$ cat config.mk
export PLATFORM = sky130hd
export DESIGN_NAME = pipeline_ctrl
export DESIGN_NICKNAME = d
export VERILOG_FILES = /design/src/rtl/pipeline_ctrl.sv
export SDC_FILE = /design/constraint.sdc
export NUM_CORES = 1
export LEC_CHECK = 0
export ABC_AREA = 1
export ABC_CLOCK_PERIOD_IN_PS = 3690
export CAP_MARGIN = 20
export CORE_AREA = 2 2 242 244
export DETAILED_ROUTE_END_ITERATION = 6
export DIE_AREA = 0 0 244 246
export REMOVE_ABC_BUFFERS = 1
export SETUP_SLACK_MARGIN = 0.02
export SYNTH_ARGS = -nofsm -noshare
export SYNTH_HDL_FRONTEND = slang
export SYNTH_SLANG_ARGS = --single-unit
export TNS_END_PERCENT = 30
$ cat constraint.sdc
create_clock -name clk -period 3.69 [get_ports clk]
set_clock_uncertainty 0.2 [all_clocks]
set_input_delay 0.738 -clock clk [delete_from_list [all_inputs] [get_ports clk]]
set_output_delay 0.738 -clock clk [all_outputs]
set_load 0.01 [all_outputs]
$ cat src/rtl/pipeline_ctrl.sv
// pipeline_ctrl: inter-stage registers with stall, bubble and flush control.
// Define PIPE_CTRL_PERF_CNT_EN to build the saturating performance counters.
module pipeline_ctrl #(
  parameter int STAGES      = 5,
  parameter int DATA_W      = 64,
  parameter int FLUSH_STAGE = 1,
  parameter int CNT_W       = 32
) (
  input  logic                         clk,
  input  logic                         rst_n,
  input  logic                         fetch_valid,
  input  logic [(STAGES-1)*DATA_W-1:0] stage_out,
  input  logic [STAGES-2:0]            stage_ready,
  input  logic                         flush,
  output logic [(STAGES-1)*DATA_W-1:0] stage_in,
  output logic [STAGES-2:0]            stage_valid,
  output logic [STAGES-2:0]            hold,
  output logic                         fetch_advance,
  output logic                         flush_taken,
  output logic [CNT_W-1:0]             stall_cycles,
  output logic [CNT_W-1:0]             flush_count,
  output logic [CNT_W-1:0]             retired
);

  localparam int NR = STAGES - 1;
  localparam logic [NR-1:0] SQ_MASK =
    NR'((64'd1 << FLUSH_STAGE) - 64'd1);

  logic [NR-1:0]        valid_q, valid_d;
  logic [NR*DATA_W-1:0] data_q, data_d;
  logic [NR-1:0]        vin, er;
  logic [NR-1:0]        stall_hold, bubble, squash;
  logic                 stall;

  assign vin = {valid_q[NR-2:0], fetch_valid};
  assign er  = stage_ready | ~vin;

  // Scan from the oldest stage down to find the stall point.
  always_comb begin
    logic blk;
    blk        = 1'b0;
    stall_hold = '0;
    bubble     = '0;
    for (int i = NR-1; i >= 0; i--) begin
      stall_hold[i] = blk;
      bubble[i]     = ~er[i] & ~blk;
      blk           = blk | ~er[i];
    end
    stall = blk;
  end

  assign flush_taken = flush
                     & valid_q[FLUSH_STAGE-1]
                     & ~stall_hold[FLUSH_STAGE-1];
  assign squash        = {NR{flush_taken}} & SQ_MASK;
  assign hold          = stall_hold & ~squash;
  assign fetch_advance = ~stall;

  // Next register contents: squash/bubble, hold, or load.
  always_comb begin
    valid_d = valid_q;
    data_d  = data_q;
    for (int i = 0; i < NR; i++) begin
      if (squash[i] || bubble[i]) begin
        valid_d[i]                 = 1'b0;
        data_d[i*DATA_W +: DATA_W] = '0;
      end else if (!stall_hold[i]) begin
        valid_d[i]                 = vin[i];
        data_d[i*DATA_W +: DATA_W] = stage_out[i*DATA_W +: DATA_W];
      end
    end
  end

  // Pipeline register bank.
  always_ff @(posedge clk or negedge rst_n) begin
    if (!rst_n) begin
      valid_q <= '0;
      data_q  <= '0;
    end else begin
      valid_q <= valid_d;
      data_q  <= data_d;
    end
  end

  assign stage_in    = data_q;
  assign stage_valid = valid_q;

`ifdef PIPE_CTRL_PERF_CNT_EN
  logic [CNT_W-1:0] stall_cnt_q, stall_cnt_d;
  logic [CNT_W-1:0] flush_cnt_q, flush_cnt_d;
  logic [CNT_W-1:0] ret_cnt_q, ret_cnt_d;

  // Saturating counter increments.
  always_comb begin
    stall_cnt_d = stall_cnt_q;
    flush_cnt_d = flush_cnt_q;
    ret_cnt_d   = ret_cnt_q;
    if (stall && !(&stall_cnt_q))
      stall_cnt_d = stall_cnt_q + CNT_W'(1);
    if (flush_taken && !(&flush_cnt_q))
      flush_cnt_d = flush_cnt_q + CNT_W'(1);
    if (valid_d[NR-1] && !(&ret_cnt_q))
      ret_cnt_d = ret_cnt_q + CNT_W'(1);
  end

  // Counter registers.
  always_ff @(posedge clk or negedge rst_n) begin
    if (!rst_n) begin
      stall_cnt_q <= '0;
      flush_cnt_q <= '0;
      ret_cnt_q   <= '0;
    end else begin
      stall_cnt_q <= stall_cnt_d;
      flush_cnt_q <= flush_cnt_d;
      ret_cnt_q   <= ret_cnt_d;
    end
  end

  assign stall_cycles = stall_cnt_q;
  assign flush_count  = flush_cnt_q;
  assign retired      = ret_cnt_q;
`else
  assign stall_cycles = '0;
  assign flush_count  = '0;
  assign retired      = '0;
`endif

endmodule

# Yosys cells after proc, flatten, opt, wreduce, memory -nomap -nowiden
# Index checks and enable logic that the tools add are counted.
# W data, S select, Z words.
[op_classes] muxes=14 n_bitwise=19 eq_ne=2 n_reduce_logical=2
[ops] operator="$mux W64" count=7
[ops] operator="$mux W1" count=7
[ops] operator="$not A1 Y1" count=7
[ops] operator="$and A1 B1 Y1" count=5
[ops] operator="$and A3 B4 Y4" count=1
[ops] operator="$ne A2 B1 Y1 const B" count=2
[ops] operator="$not A1 Y4" count=1
[ops] operator="$not A4 Y4" count=1
[ops] operator="$or A4 B4 Y4" count=1
[ops] operator="$or A1 B1 Y1" count=3
[ops] operator="$reduce_bool A2 Y1" count=1
[ops] operator="$logic_or A1 B1 Y1" count=1
[word_totals] inputBits=264 out_inout_bits=362 elab_cells=45 regBits=260

# Depth between registers and ports, before layout
# Gate-level depths: netlist of run 1.
[depth] depth_word=9 mapped_depth=8 mapped_depth_nobuf=6

# Least setup slack after synthesis of run 1
# No wires, ideal clock.
[synth_timing] path_kind="input -> output" start="input stage_ready[1]" end="output fetch_advance" stages=5 t_arrival_ns=1.387 n_path_buf=1 required_time_ns=2.752 path_slack_ns=1.365 path_cell_list="inv_1 > nand2_1 > nand3_1 > buf_2 > a21oi_1"
[synth_via] elab_chain_len=5
[synth_rtl] element="from (decl)" line_no="13" text="input logic [STAGES-2:0] stage_ready,"
[synth_rtl] element="$or A4 B4 Y4" line_no="36" text="assign er = stage_ready | ~vin;"
[synth_rtl] element="$not A1 Y1" line_no="47" text="blk = blk | ~er[i];"
[synth_rtl] element="$or A1 B1 Y1 (2 in series)" line_no="47"
[synth_rtl] element="$not A1 Y1" line_no="57" text="assign fetch_advance = ~stall;"
[synth_rtl] element="to (decl)" line_no="18" text="output logic fetch_advance,"
# No other way between the ends.

# Final worst setup path of run 1
[layout_timing] start="input stage_ready[3]" end="output fetch_advance"
[layout_via] elab_chain_len=6
[layout_rtl] element="$or A4 B4 Y4" line_no="36"
[layout_rtl] element="$not A1 Y1" line_no="47"
[layout_rtl] element="$or A1 B1 Y1 (3 in series)" line_no="47"
[layout_rtl] element="$not A1 Y1" line_no="57"
# No other way between the ends.

==> PnR_summary.wiki, run 1 <==
{| class="wikitable"
! Metric !! Value
|-
| Result of the run || finished clean
|-
| Timing-limited maximum frequency || 308.4 MHz
|-
| Share of the synthesized area in the top cell type || 0.6024
|-
| Number of buffers inserted by hold repair at cts || 0
|-
| Post-synth design cell area || 10,800 um^2
|-
| Post-Synth Adder-Cell Area || 0
|-
| Most common cell after layout, fill and taps aside || nand2_1
|-
| ANT nets after route || 0
|-
| Clk pin slew, worst setup/hold paths || 0.06 ns
|-
| Post-route total power || 12.12 mW
|-
| Number of sinks on the clock net || 260
|-
| Clock tree root buffer cell || clkbuf_16
|-
| Final hold slack || between 0.06 and 0.07 ns
|-
| Post-synthesis cell type with the largest combined area || dfrtp_1
|-
| Kind of end point of the critical path || primary output
|-
| CTS tree || built
|-
| Tightest Hold Check Type || primary input to asynchronous set/reset pin
|-
| Slew of the pin with the lowest slew margin || 0.8901 ns
|-
| Final layout net count || 2,061
|-
| Die Wd || roughly 240 um
|-
| Critical Setup Path Class || primary input to primary output
|-
| Vias per inst || approximately 3.6
|-
| Growth of design area from synthesis to finish || 63.26%
|-
| Clock latency of the later-clocked register in the worst-skew pair || 0.56 ns
|-
| Worst setup startpoint || stage_ready[3]
|-
| Compound-cell area share of the yosys netlist || 0.0004634
|-
| Main area contributors after synthesis || dfrtp_1, nand2_1, buf_4
|-
| Antenna violations before repair || 0
|-
| Number of distinct library cells after synthesis || 13
|-
| Top Ports || 626
|-
| Starting Density || 0.1883
|-
| Chip height || 246 um
|-
| # rows || 88
|-
| Simple-gate area share of the yosys netlist || 0.2525
|-
| Setup violators final || 0
|-
| Setup slack of the critical path after layout || ~0.45 ns
|-
| Buffers from clock root to sink, at most || 3
|-
| IR drop worst, VDD || ~0.36 mV
|-
| Die area || roughly 60,000 um^2
|-
| Final wirelength || between 30 and 40 mm
|-
| Most repeated library cell on the critical path || clkdlybuf4s50_1
|-
| Via count of the first global-routing pass || 9,577
|-
| Placeable core region || ~57,000 um^2
|-
| Min Tclk post-route || 3.243 ns
|-
| CTS Buf Count || 30
|-
| Maximum level of the CTS H-tree || 1
|-
| Slowest library cell on the worst path || clkdlybuf4s50_1
|-
| Multiplexer share of the synthesized area || 0
|-
| Quantity of I/O buffers inserted on ports || 528
|-
| Max capacitance violation total || 0
|-
| Seq cells post-synth || 260
|-
| Half-perimeter wire length of the detailed placement result || 26.07 mm
|-
| Remaining max-slew budget at the tightest pin || 0.4066
|-
| Startpoint Class || primary input
|-
| Avg Inst Size Synth || between 8 and 9 um^2
|-
| Leakage power || ~8.8 nW
|-
| Pin count of the biggest net entering global routing || 129
|-
| Vias || 9,407
|-
| Drc violations || 0
|-
| Count of buffers added by post-CTS timing repair for setup || 0
|-
| Portion of the clock cycle consumed by the worst path in the final layout || 0.8788
|-
| Global placement routability congestion || 0.8145
|-
| Share of final-layout standard cells stronger than drive strength 1 || 0.04338
|-
| Critical Path AT || 2.30 ns
|-
| Average routed wire per standard cell || 13.73 um
|-
| Xor/xnor share of the synthesized area || 0
|-
| Startpoint of the lowest-slack register-to-register path || stage_valid[2]
|-
| Sequential share of the synthesized area || 0.6024
|-
| Delay of the slowest critical-path stage || 0.58 ns
|-
| Number of filler instances in the final layout || 6,009
|-
| Cells traversed along the worst timing path || clkdlybuf4s50_1 > inv_1 > nand2_2 > nand3_2 > a21oi_1 > clkdlybuf4s50_1
|-
| Diode count || 0
|-
| Overall fraction of global-route tracks in use || 0.1122
|-
| Cells after synthesis || 1,275
|-
| Placement Setup Slack || 0.4472 ns
|-
| Sum of overflow across all layers after global routing || 0
|-
| Number of failing hold endpoints at the final stage || 0
|-
| Worst-path fanout max || 4
|-
| Required time reported for the critical path endpoint || 2.75 ns
|-
| 1st-iter DRT viols || 286
|-
| Cell Pwr Density || 687.3 nW/um^2
|-
| Commonest cells after routing, fill and taps aside || nand2_1, clkdlybuf4s50_1, dfrtp_1
|-
| First-pass DRT Iterations || 4
|-
| Yosys Warn Count || 0
|-
| Total count of max-transition violations in the final report || 0
|-
| RSZ-0062 raised after global routing || no
|-
| Post-CTS resize count || 0
|-
| Global-route wire length before repair || 53.90 mm
|-
| Combinational family with the most area after synthesis || simple AND/OR/NAND/NOR gates
|}
[kinds of logic after synthesis]
kind of cell           Yosys count
flip-flops                     260
AO/OA/AOI/OAI                    1
AND/OR/NAND/NOR                724
other                            1
buffers and inverters          289
[flip-flops by register name, summed over array words and instances, names as in the netlist]
register / count
stage_in: 256
stage_valid: 4
[through the flow]
stage,util,setup TNS [ns],std cells,area (um^2)
floorplan,-,-85.61,1219,10120
global placement,0.2894,0,2530,16600
detailed placement,0.2894,0,2530,16600
CTS,0.3074,0,2586,17630
global route,0.3074,0,2586,17630
finish,0.3074,0,2586,17630
[power breakdown]
group          switching, mW  total (mW)  internal, mW  leakage (nW)
registers              0.538        4.34          3.80          3.22
logic                   2.39        4.74          2.35          5.11
clock network           1.21        3.04          1.83         0.513
total                   4.14        12.1          7.98          8.85
[worst max-delay path, delay by kind of cell]
kind / cells / cell delay, ns
AOI/OAI and AO/OA: 1 / 0.21
buffers and inverters: 3 / 1.11
and+or+nand+nor: 2 / 0.25
[final cells by class]
| class | instances | area, um^2 | share of cell area |
|---|---|---|---|
| multi-input cells | 822 | 3109 | 0.1763 |
| well taps | 765 | 957.2 | 0.05428 |
| flip-flops and latches | 260 | 6506 | 0.3690 |
| inverters | 137 | 516.7 | 0.02931 |
| repair buffers | 546 | 5513 | 0.3126 |
| clock inverters | 12 | 127.6 | 0.007238 |
| clock buffers | 44 | 903.4 | 0.05123 |
[layer usage]
metal  up-vias  routed length, um  global-route usage  part of all wire
met5         -                  0                   0                 0
met4         0                966             0.03784             0.027
met3        59               2852             0.03235             0.080
met2       408              17510              0.1972              0.49
li1       4524                  -                   -                 -
met1      4416              14180              0.1305              0.40
[worst paths after layout]
path	depth (start not counted)	slack [ns]	endpoint
hold reg to reg	2	0.28	stage_in[35]
min in group clk	2	0.28	stage_in[35]
hold / removal	1	0.06	stage_in[37]
setup reg to reg	7	1.56	stage_in[13]
max in group asynchronous	2	2.40	stage_in[189]
setup / recovery	6	0.45	fetch_advance
[cell usage after synthesis]
library cell / count
nand3_1: 2
buf_2: 30
dfrtp_1: 260
buf_4: 116
nor2_2: 1
inv_2: 1
nand2_1: 587
inv_1: 136
a21oi_1: 1
clkbuf_1: 6
conb_1: 1
nor2_1: 132
nand2_2: 2
Power figures use the tool's default switching activity.
==> run 2, diff against run 1 <==
- ABC_CLOCK_PERIOD_IN_PS: 3690 -> 2700
- CORE_AREA: 2 2 242 244 -> 2 2 247 249
- DIE_AREA: 0 0 244 246 -> 0 0 249 251
- clock period: 3.69 -> 2.7 ns (I/O delays scaled with it)
==> run 2 against run 1 <==
Against the previous run: non-clock buffer count grew 16; clock-buffer cell count is the same; register-to-register slack lost 0.83 ns; first-iteration DRC count grew 35%; setup slack lost 0.30 ns; largest power group unchanged.
==> PnR_summary.wiki, run 2 (same netlist as run 1, synthesis figures left out) <==
{| class="wikitable"
! Metric !! Value
|-
| Total negative slack for setup checks || 0 ns
|-
| Slew of the pin with the lowest slew margin || 0.7395 ns
|-
| Chip height || approximately 250 um
|-
| Commonest cells after routing, fill and taps aside || nand2_1, clkdlybuf4s50_1, dfrtp_1
|-
| Footprint of the multi-input gates || 3117 um^2
|-
| Final wirelength || 36.59 mm
|-
| CTS tree || built
|-
| Top Ports || 626
|-
| Total count of max-transition violations in the final report || 0
|-
| Leakage power || 8.910 nW
|-
| Startpoint of the lowest-slack register-to-register path || stage_valid[1]
|-
| Clock tree root buffer cell || clkbuf_16
|-
| Min Tclk post-route || 2.553 ns
|-
| Startpoint Class || primary input
|-
| Diode count || 0
|-
| Vias per inst || 3.595
|-
| Clk pin slew, worst setup/hold paths || 0.05 ns
|-
| Final layout net count || 2,076
|-
| Clock latency of the later-clocked register in the worst-skew pair || approximately 0.56 ns
|-
| Overall fraction of global-route tracks in use || 0.1118
|-
| Final core utilization || 0.2967
|-
| CTS Buf Count || 29
|-
| Global placement routability congestion || 0.8093
|-
| ANT nets after route || 0
|-
| Starting Density || 0.1806
|-
| Remaining max-slew budget at the tightest pin || 0.5070
|-
| 1st-iter DRT viols || 386
|-
| Buffers from clock root to sink, at most || 3
|-
| Kind of end point of the critical path || primary output
|-
| Timing-limited maximum frequency || ~390 MHz
|-
| Seq. cell area || 6506 um^2
|-
| R2R Setup Slk || between 0.7 and 0.8 ns
|-
| Pin count of the biggest net entering global routing || 66
|-
| # rows || 90
|-
| Antenna violations before repair || 2
|-
| Via count of the first global-routing pass || 9,464
|-
| Capture point of the worst reg-to-reg path || stage_in[29]
|-
| Portion of the clock cycle consumed by the worst path in the final layout || 0.9455
|-
| Vias || 9,401
|-
| IR drop worst, VDD || 0.3990 mV
|-
| First-pass DRT Iterations || 6
|-
| Critical Setup Path Class || primary input to primary output
|-
| RSZ-0062 raised after global routing || no
|-
| Number of filler instances in the final layout || about 6,300
|-
| Die Wd || 249 um
|-
| Cell Pwr Density || between 900 and 1000 nW/um^2
|-
| Setup violators final || 0
|-
| Max capacitance violation total || 0
|-
| Tightest Hold Check Type || flop to flop
|-
| Setup slack of the critical path after layout || 0.1471 ns
|-
| Share of final-layout standard cells stronger than drive strength 1 || 0.04910
|-
| Half-perimeter wire length of the detailed placement result || 27.45 mm
|-
| Number of cells after detailed placement || 2,562
|-
| Largest register FFs || 256
|-
| Placeable core region || 59,790 um^2
|-
| Number of sinks on the clock net || 260
|-
| Average routed wire per standard cell || between 10 and 15 um
|-
| Required time reported for the critical path endpoint || ~2.0 ns
|-
| Critical Path AT || 1.81 ns
|-
| Quantity of I/O buffers inserted on ports || around 530
|-
| Worst-path fanout max || 3
|-
| Final non-filler cell total || 2,615
|-
| Most common cell after layout, fill and taps aside || nand2_1
|-
| Result of the run || finished clean
|-
| Global-route wire length before repair || 55.28 mm
|-
| Number of failing hold endpoints at the final stage || 0
|-
| Placement Setup Slack || -0.1328 ns
|-
| Sum of overflow across all layers after global routing || 0
|-
| Worst setup startpoint || stage_ready[2]
|-
| Maximum level of the CTS H-tree || 1
|-
| Drc violations || 0
|-
| Die area || about 62,000 um^2
|-
| Growth of design area from synthesis to finish || 64.28%
|-
| Length in cells of the worst reg-to-reg path || 6
|-
| Destination of the critical timing path || hold[0]
|}
## run 2: where the power goes
group / internal, mW / switching, mW / total (mW)
sequential: 5.19 / 0.714 / 5.91
clock: 2.31 / 1.60 / 3.91
combinational: 3.32 / 3.34 / 6.65
## run 2: worst min path at each step
| stage | slack [ns] | cells after the start | from | endpoint |
|---|---|---|---|---|
| detailed placement | 0.26 | 2 | stage_in[53] | stage_in[53] |
| global placement | 0.26 | 2 | stage_in[8] | stage_in[8] |
| CTS | 0.25 | 3 | stage_out[231] | stage_in[231] |
| global route | 0.27 | 3 | stage_out[207] | stage_in[207] |
| floorplan | 0.04 | 0 | rst_n | stage_in[0] |
| finish | 0.28 | 2 | stage_in[115] | stage_in[115] |
## run 2: through the flow
| stage | power, mW | hold WS, ns | instance area, um^2 |
|---|---|---|---|
| final | 16.47 | 0.2760 | 17740 |
| after global routing | 17.53 | 0.2736 | 17740 |
| after CTS | 16.79 | 0.2529 | 17740 |
| after detailed placement | 12.74 | 0.2645 | 16780 |
| after global placement | 12.63 | 0.2603 | 16780 |
| after floorplan | 8.354 | 0.04441 | 10120 |
## run 2: critical path: stages
cell	delay, ns
clkdlybuf4s50_1	0.50
inv_1	0.06
nand2_1	0.11
nand3_4	0.13
buf_4	0.17
dlygate4sd2_1	0.30
## run 2: timing repair
| item | in CTS | in global routing |
|---|---|---|
| gates resized for setup | 4 | 0 |
| hold endpoints to repair | 43 | 0 |
| setup buffers | 0 | 0 |
| endpoints found under the setup margin | 3 | 0 |
| hold buffers | 1 | 0 |
## run 2: area by class of cell
type	count	share of cell area
multi-input cells	822	0.1757
clock inverters	8	0.004302
inverters	137	0.02912
clock buffers	44	0.04915
flip-flops and latches	260	0.3667
well taps	782	0.05514
repair buffers	562	0.3199
## run 2: metal layers
| metal | up-vias | routed length [um] | GRT usage |
|---|---|---|---|
| li1 | 4559 | - | - |
| met1 | 4342 | 14470 | 0.1295 |
| met2 | 438 | 17800 | 0.1936 |
| met3 | 58 | 3310 | 0.03790 |
| met4 | 4 | 976 | 0.03671 |
| met5 | - | 27 | 0 |
==> variant 1 (settings of run 2) <==
Build with the macro `PIPE_CTRL_PERF_CNT_EN` defined.
--- a/src/rtl/pipeline_ctrl.sv
+++ b/src/rtl/pipeline_ctrl.sv
@@ -2,2 +2,4 @@
 // Define PIPE_CTRL_PERF_CNT_EN to build the saturating performance counters.
+`define PIPE_CTRL_PERF_CNT_EN
+
 module pipeline_ctrl #(
Behaviour: not the same (a bounded check fails within 4 cycles, from zero or initial values and one cycle with rst_n low).
==> variant 1 against run 2 <==
- wire length rose by 66%
- area after synthesis rose by 46%
- cell count rose by 26%
- power rose by 26%
- sequential cell count rose by 96
- largest cell class unchanged
- critical endpoint unchanged
- cell area rose by 39%
- register-to-register slack got worse by 310 ps
- setup slack got worse by 26 ps
==> variant 1: results <==
[power_and_ir_drop]
power.ir.vdd_worst_uv = 495
p_leak_nw = 11.4

[global_route]
largest_net_degree_at_the_start_of_global_routing = 70
first_global_vias = 15012
grt_antenna_before_repair = 6
grt_pass1_wl_um = 91900
globalRouteMet1Util_pct = 22.9
grt.met3_usage_pct = 5.83

[logic_synthesis]
synthTopCellsByCount = "684 x nand2_1, 356 x dfrtp_1, 215 x nor2_1, 147 x inv_1, 128 x a22o_1"
synth.area.top_cells = "dfrtp_1 57%, nand2_1 16%, a22o_1 7.1%"
seq_area_frac_synth_pct = 56.6

[drt]
routedWlPerCell_um = 18.5
via_to_cell_ratio = 4.52
met2_wirelength_um = 30500
wl_met1_um = 24700

[run_status]
outcome = "finished clean"

[min_path]
holdCritPathClass = "input port to asynchronous set/reset pin"

[clock_network]
ctsHtreeMaxLevel = 2
cts_buffers = 42

[worst_setup_path]
count_of_cells_along_the_worst_register_to_register_path = 10
r2r-start = "retired[1]"
critical_path_peak_fanout = 33
regToRegEndpoint = "retired[6]"
regToRegSetupSlack_ps = 420
critPathMaxStageDelay_ps = 410

[timing]
holdWs_ps = 267

[finish]
drive_above_1_share_pct = 6.47
layout.nets = 2744
## variant 1: per-stage QoR
stage | util (%) | power (W) | std cells | area (sq um)
final | 41.2 | 0.0207 | 3287 | 24600
after global routing | 41.2 | 0.0218 | 3287 | 24600
after CTS | 41.2 | 0.0210 | 3287 | 24600
after detailed placement | 38.9 | 0.0151 | 3214 | 23300
after global placement | 38.9 | 0.0151 | 3214 | 23300
after floorplan | - | 0.0101 | 1752 | 15400
## variant 1: worst max-delay path by stage
stage,endpoint,cells after the start
after floorplan,stage_valid[0],5
after global placement,flush_taken,7
after detailed placement,flush_taken,7
after CTS,hold[0],4
after global routing,hold[0],4
final,hold[0],6
## variant 1: cells by family (layout without fill, tap and decap cells)
group | after synthesis | in the layout | synth area share (%)
AO/OA/AOI/OAI | 142 | 142 | 7.61
XOR/XNOR | 38 | 38 | 2.12
adder cells (fa/ha/maj) | 3 | 3 | 0.239
buffers and inverters | 229 | 910 | 6.08
flip-flops | 356 | 356 | 56.6
other | 1 | 1 | 0.0238
AND/OR/NAND/NOR | 1055 | 1055 | 27.3
## variant 1: repair_timing
action / CTS / global route
gates resized for setup: 7 / 0
buffers inserted: 0 / 0
hold endpoints to repair: 37 / 0
hold buffers: 1 / 0
endpoints found under the setup margin: 3 / 0
## variant 1: layout make-up
| class | instances | area (sq um) |
|---|---|---|
| flip-flops and latches | 356 | 8910 |
| fillers | 5862 | 35200 |
| clock buffers | 62 | 1230 |
| multi-input cells | 1239 | 5890 |
| inverters | 157 | 596 |
| clock inverters | 10 | 133 |
| well taps | 782 | 978 |
| repair buffers | 681 | 6900 |
## variant 1: report_power, final
group / switching, W / internal, W / total, W
combinational: 0.00372 / 0.00375 / 0.00747
sequential: 0.000854 / 0.00665 / 0.00751
clock: 0.00231 / 0.00342 / 0.00573
total: 0.00688 / 0.0138 / 0.0207
==> variant 2 (settings of run 2) <==
Without the edit above. `data_q` no longer has a reset.
--- a/src/rtl/pipeline_ctrl.sv
+++ b/src/rtl/pipeline_ctrl.sv
@@ -77,7 +77,9 @@
       valid_q <= '0;
-      data_q  <= '0;
     end else begin
       valid_q <= valid_d;
-      data_q  <= data_d;
     end
+  end
+
+  always_ff @(posedge clk) begin
+    data_q <= data_d;
   end
Function: changed (Yosys sat finds a counterexample within 4 cycles, from zero or initial values and one cycle with rst_n low).
==> variant 2 against run 2 <==
- first-iteration DRC count decreased by 17%
- wire length decreased by 8.2%
- power is 0.46% higher
- setup slack worse by 62 ps
- global-route usage fell by 1.1 points
- area after synthesis decreased by 14%
- sequential cell count did not move
- utilization shrank 2.7 points
- cell area down 9.1%
- cell count shrank 5.0%
- non-clock buffer count is 6 lower
- sequential share of layout area decreased by 4.3 points
- critical path type unchanged
- largest power group unchanged
==> variant 2: results <==
[drt]
via_to_cell_ratio = 3.49
topRoutingLayerUsed = "met5"
dr_wl_met3_um = 2900
met2_wirelength_um = 15600
dr.first_iter.drc_count = 321
drt-total-wl_um = 33600
wl_met1_um = 14000

[finish]
largest_register_ffs = 256
drive_above_1_share_pct = 5.41
layout.nets = 1946

[worst_setup_path]
r2r-start = "stage_valid[0]"
count_of_cells_along_the_worst_register_to_register_path = 7
regToRegSetupSlack_ps = 540
critPathMaxStageDelay_ps = 540
crit_slowest_cell = "clkdlybuf4s50_1"
regToRegEndpoint = "stage_valid[0]"
critical_path_peak_fanout = 3
crit_arrival_ps = 1880

[global_route]
largest_net_degree_at_the_start_of_global_routing = 97
track_usage_pct = 10.1
grt_antenna_before_repair = 3
gr-usage-met2_pct = 17.0
first_global_vias = 8493
globalRouteMet1Util_pct = 12.0
grt.met3_usage_pct = 3.49
grt_pass1_wl_um = 49500

[clock_network]
clock-root-buffer = "clkbuf_16"
clock_network_latency_to_the_later_pin_of_the_worst_skew_pair_ps = 580
cts_buffers = 31
clock_path_buffers = 3
path_clk_slew_ps = 60

[logic_synthesis]
number_of_library_cell_types_mapped_by_synthesis = 17
synth.area.top_cells = "dfxtp_1 55%, nand2_1 19%, buf_4 8.5%"
compound_cell_area_share_of_the_yosys_netlist_pct = 3.45
post_synth_mux_area_share_pct = 0
seq_area_frac_synth_pct = 56.2
postSynth.asyncResetShare_pct = 1.54
synth-warning-count = 0
synthTopCellsByCount = "459 x nand2_1, 256 x dfxtp_1, 105 x buf_4, 75 x inv_1, 68 x nor2_1"

[run_status]
outcome = "finished clean"

[timing]
worst-slew-pin-transition_ps = 765

[placement]
place.detailed.hpwl_um = 25000
pre_cts_ws_ps = -464
placement.io_buffers = 528
gpl.final_weighted_congestion = 0.798

[min_path]
hold_path_end = "stage_in[80]"
hold_start = "stage_in[80]"

[power_and_ir_drop]
power.ir.vdd_worst_uv = 612
p_leak_nw = 7.19
variant 2: changes by cell type in the layout (fill, tap and decap cells not counted), sizes merged, moves of 2 or more:
cell      change
o21ai        +63
nand3        +64
inv          -62
dfxtp       +256
buf           -7
dfrtp       -256
clkinv        +3
nor2         -64
clkbuf        -4
nand2       -127
clkinvlp      +2
variant 2: power breakdown:
part	switching, W	internal [W]	leakage, nW
Clock	0.00168	0.00239	0.484
Sequential	0.000684	0.00521	2.20
Combinational	0.00321	0.00338	4.51
variant 2: metrics by stage:
| step | std cells | util, % | cell area (sq um) | hold slack (ps) |
|---|---|---|---|---|
| 3_3_place_gp | 2424 | 25.2 | 15100 | 235 |
| 4_1_cts | 2484 | 27.0 | 16100 | 208 |
| 6_report | 2485 | 27.0 | 16100 | 251 |
| 2_1_floorplan | 1093 | - | 8530 | 44.4 |
| 3_5_place_dp | 2424 | 25.2 | 15100 | 239 |
| 5_1_grt | 2484 | 27.0 | 16100 | 254 |
variant 2: repair_timing:
item | CTS | global route
setup endpoints to repair | 4 | 3
buffers inserted | 6 | 0
endpoints found under the hold margin | 4 | 0
resized for setup | 20 | 1
pin swaps | 2 | 1
hold buffers | 1 | 0
variant 2: final cells by class:
class	count	area, sq um
diodes	1	2.50
repair buffers	556	5600
well taps	782	978
inverters	75	284
clock buffers	39	846
fillers	6327	43700
clock inverters	14	136
multi-input cells	758	3050
flip-flops and latches	260	5230
variant 2: worst max path at each step:
stage,depth (start not counted),slack [ps],to,from
after global routing,8,10,flush_taken,stage_ready[2]
after floorplan,4,-570,fetch_advance,stage_ready[3]
final,6,80,hold[2],stage_ready[3]
after detailed placement,7,-460,flush_taken,stage_ready[1]
after global placement,7,-470,flush_taken,stage_ready[1]
after CTS,7,6,hold[0],stage_ready[3]
